===== config.mk =====
export PLATFORM = sky130hd
export DESIGN_NAME = bin_to_gray
export DESIGN_NICKNAME = d
export VERILOG_FILES = /design/src/rtl/bin_to_gray_pkg.sv /design/src/rtl/bin_to_gray_chk.sv /design/src/rtl/bin_to_gray.sv
export SDC_FILE = /design/constraint.sdc
export NUM_CORES = 1
export LEC_CHECK = 0
export CAP_MARGIN = 30
export CORE_AREA = 2 2 39 41
export DETAILED_ROUTE_END_ITERATION = 6
export DIE_AREA = 0 0 41 43
export GPL_TIMING_DRIVEN = 0
export PLACE_DENSITY = 0.36
export REMOVE_ABC_BUFFERS = 1
export SYNTH_ARGS = -nofsm -noshare
export SYNTH_HDL_FRONTEND = slang
export SYNTH_SLANG_ARGS = --single-unit

===== constraint.sdc =====
create_clock -name clk -period 0.8 [get_ports clk]
set_clock_uncertainty 0.1 [all_clocks]
set_input_delay 0.12 -clock clk [delete_from_list [all_inputs] [get_ports clk]]
set_output_delay 0.12 -clock clk [all_outputs]
set_load 0.05 [all_outputs]

===== src/rtl/bin_to_gray_pkg.sv =====
// Shared width constant and Gray-code helper functions for the
// bin_to_gray converter and its optional self-check.
package bin_to_gray_pkg;

  localparam int GRAY_W = 4;

  // Reflected Gray encoding: each bit is the XOR of itself and its upper neighbour.
  function automatic logic [GRAY_W-1:0] bin2gray(input logic [GRAY_W-1:0] bin);
    return bin ^ (bin >> 1);
  endfunction

  // Prefix-XOR decoding from the MSB downward.
  function automatic logic [GRAY_W-1:0] gray2bin(input logic [GRAY_W-1:0] gray);
    logic [GRAY_W-1:0] bin;
    bin[GRAY_W-1] = gray[GRAY_W-1];
    for (int i = GRAY_W - 2; i >= 0; i--) begin
      bin[i] = bin[i+1] ^ gray[i];
    end
    return bin;
  endfunction

endpackage


===== src/rtl/bin_to_gray_chk.sv =====
// gray_to_bin_chk: decodes the registered Gray outputs back to binary and
// compares them against the binary input delayed by one cycle. Any
// disagreement raises err on the following clock edge. Only built when
// BIN_TO_GRAY_CHECK_EN is defined.
module gray_to_bin_chk
  import bin_to_gray_pkg::*;
(
  input  logic              clk,
  input  logic              rst,
  input  logic [GRAY_W-1:0] bin_in,
  input  logic [GRAY_W-1:0] gray_in,
  output logic              err
);

  logic [GRAY_W-1:0] bin_dly_d;
  logic [GRAY_W-1:0] bin_dly_q;
  logic              err_d;
  logic              err_q;

  // Next-state: track the input one cycle late; flag any decode disagreement.
  always_comb begin
    bin_dly_d = bin_in;
    err_d     = (gray2bin(gray_in) != bin_dly_q);
  end

  // Delay register and error flop; both clear while rst is high.
  always_ff @(posedge clk or posedge rst) begin
    if (rst) begin
      bin_dly_q <= '0;
      err_q     <= 1'b0;
    end else begin
      bin_dly_q <= bin_dly_d;
      err_q     <= err_d;
    end
  end

  assign err = err_q;

endmodule


===== src/rtl/bin_to_gray.sv =====
// bin_to_gray: registered 4-bit binary-to-Gray converter with one cycle
// of latency. Optional decode-and-compare self-check is enabled by
// defining BIN_TO_GRAY_CHECK_EN; otherwise err is tied low.
module bin_to_gray
  import bin_to_gray_pkg::*;
(
  input  logic clk,
  input  logic rst,
  input  logic A,
  input  logic B,
  input  logic C,
  input  logic D,
  output logic G3,
  output logic G2,
  output logic G1,
  output logic G0,
  output logic err
);

  logic [GRAY_W-1:0] bin;
  logic [GRAY_W-1:0] gray_d;
  logic [GRAY_W-1:0] gray_q;

  assign bin = {A, B, C, D};

  // Encode the current binary input every cycle; there is no enable.
  always_comb begin
    gray_d = bin2gray(bin);
  end

  // Output register; reset discards any pending conversion immediately.
  always_ff @(posedge clk or posedge rst) begin
    if (rst) begin
      gray_q <= '0;
    end else begin
      gray_q <= gray_d;
    end
  end

  assign {G3, G2, G1, G0} = gray_q;

`ifdef BIN_TO_GRAY_CHECK_EN
  gray_to_bin_chk u_chk (
    .clk     (clk),
    .rst     (rst),
    .bin_in  (bin),
    .gray_in (gray_q),
    .err     (err)
  );
`else
  assign err = 1'b0;
`endif

endmodule


==> qor.csv <==
metric,value,unit
Die Area,1760,um^2
Clk pwr share,0.386,
Top Registers,gray_q: 4 flops,
clock slew at reported path FFs,0.04,ns
post-synthesis cell area,141,um^2
Top reg by flops,gray_q,
Die Wd,41,um
GPL Wtd Cong,0.574,
Synth warnings,0,
diode count,0,
Initial Utilization,0.102,
Post-synth EDFFs,0,
Setup-failing EPs final,4,
register area share after synthesis,0.708,
Hold Slack,-0.0281,ns
Peak VDD IR,0.376,mV
most frequent cell after synthesis,dfrtp_1,
number of vias per cell,2.81,
postcts setup bufs,0,
CTS Buf Count,3,
Avg WL per Cell,7.30,um
pin count of the biggest net entering global routing,5,
GRT Residual Overflow,0,
crit-path cells,buf_6,
"Slew Viols, Final",0,
RSZ-0062 raised after global routing,true,
IO Pins,11,
commonest cells in the netlist,"dfrtp_1 (4), xor2_1 (3), buf_4 (1), conb_1 (1), inv_1 (1)",
WP data arrival,0.75,ns
Final Cell Area,272,um^2
Worst EP required,0.58,ns
Int Power,0.000451,W
GRT Total Usage,0.0485,
outcome,"complete, but fails checks",
Main synth FF type,dfrtp_1,
H-tree depth,1,
Seq pwr share,0.363,
"Min Clock Period, post-route",0.975,ns
critical path class,reg -> out,
router iterations before antenna repair,2,
Fmax achieved,1.03,GHz
LEAKAGE,0.126,nW
clk root buf,clkbuf_4,
largest cells by area after synthesis,"dfrtp_1 (71%), xor2_1 (19%), buf_4 (5.3%), conb_1 (2.7%), inv_1 (2.7%)",
worst setup margin,-0.175,ns
initial antenna violation count,0,
post-synthesis async set-or-reset flop share,1.00,
Gate Count Post-Synth,10,
number of global-route vias before repair,129,
"Buf+Inv Stages, Crit Path",1,
drc violations,0,
Final period util,1.22,
max incr delay on CP,0.37,ns
Core Area,1380,um^2
DR vias,104,
Finished Core Util,0.196,
setup TNS,-0.664,ns
Slowest cell on crit path,dfrtp_1,
failing checks,"negative hold slack, negative setup slack",
CP endpoint kind,output pin,
Synth-to-Final Area Change,92.0,%
post-synth top area cell,dfrtp_1,
instance area at placement,244,um^2
post-route ant nets,0,
row count,14,
port bufs,9,
Comb pwr share,0.252,
Synth Register Bits,4,
Switching Power,0.000181,W
Cell Pwr Density,2330,nW/um^2
Hold Crit Class,in -> async,
placed cell count,34,
Mean Syn Cell Area,14.1,um^2
Switching Share,0.287,
Final #Nets,29,
global-route wire length before repair,455,um
Synth cell types,5,
fin cells,37,
clock buffer depth,2,
CTS tree,built,
max reg flops,4,
"Largest delay share family, worst path",flip-flops,
share of cells above drive strength 1,0.333,
crit path launch type,flop,
share of the synthesized area in the top cell type,0.708,
Crit Path Max Fanout,1,
Sink Count,4,
DIE HEIGHT,43,um
first-iteration detailed-routing DRC count,1,
Final Hold Fails,4,
Max-Cap Viols,0,
Total Wirelength,270,um
## cells by family (layout without fill, tap and decap cells)
group,Yosys count,in the layout,synth area share
flip-flops,4,4,0.708
XOR/XNOR,3,3,0.186
buffers and inverters,2,13,0.0796
other,1,1,0.0265
## per-layer routing
| metal | wire (um) | share of wire | global-route usage | vias up |
|---|---|---|---|---|
| met4 | 25 | 0.093 | 0.100 | 0 |
| met2 | 84 | 0.31 | 0.0438 | 13 |
| met3 | 76 | 0.28 | 0.0366 | 4 |
| met1 | 83 | 0.31 | 0.0393 | 39 |
| li1 | - | - | - | 48 |
| met5 | 0 | 0 | 0 | - |
## layout by cell type (no fill, tap or decap)
master           count
conb_1               1
inv_1                1
clkdlybuf4s50_1      5
buf_6                4
clkbuf_4             3
xor2_1               3
dfrtp_1              4
## repair_timing
| action | 4_1_cts | 5_1_grt |
|---|---|---|
| setup endpoints to repair | 4 | 4 |
| endpoints found under the hold margin | 4 | 4 |
| resized for setup | 28 | 0 |
## cell type report
type	instances	area, um^2
fill	152	1110
tap	16	20.0
multi-input combinational	4	30.0
inverter	1	3.75
clock buffer	3	22.5
sequential	4	100
timing repair buffer	9	95.1
## worst paths after layout
path	cells after the start	end	slack, ns	startpoint
worst min-delay path	2	gray_q[2]$_DFF_PP0_	-0.03	rst
max in group asynchronous	2	gray_q[0]$_DFF_PP0_	0.49	rst
min in group clk	1	gray_q[3]$_DFF_PP0_	0.28	A
worst max-delay path	1	G3	-0.17	gray_q[3]$_DFF_PP0_
## power by group through the flow
stage / combinational (W) / sequential, W / clock, W
3_3_place_gp: 0.000155 / 0.000228 / 0
3_5_place_dp: 0.000155 / 0.000228 / 0
6_report: 0.000159 / 0.000229 / 0.000244
5_1_grt: 0.000166 / 0.000232 / 0.000270
4_1_cts: 0.000161 / 0.000230 / 0.000261
2_1_floorplan: 0.0000222 / 0.000294 / 0
## metrics by stage
step	total power (W)	worst slack, ns
floorplan	0.000316	-0.00595
finish	0.000632	-0.175
global route	0.000667	-0.204
global placement	0.000383	-0.517
CTS	0.000651	-0.190
detailed placement	0.000384	-0.527
No activity file was read; power rests on OpenSTA's default activity.
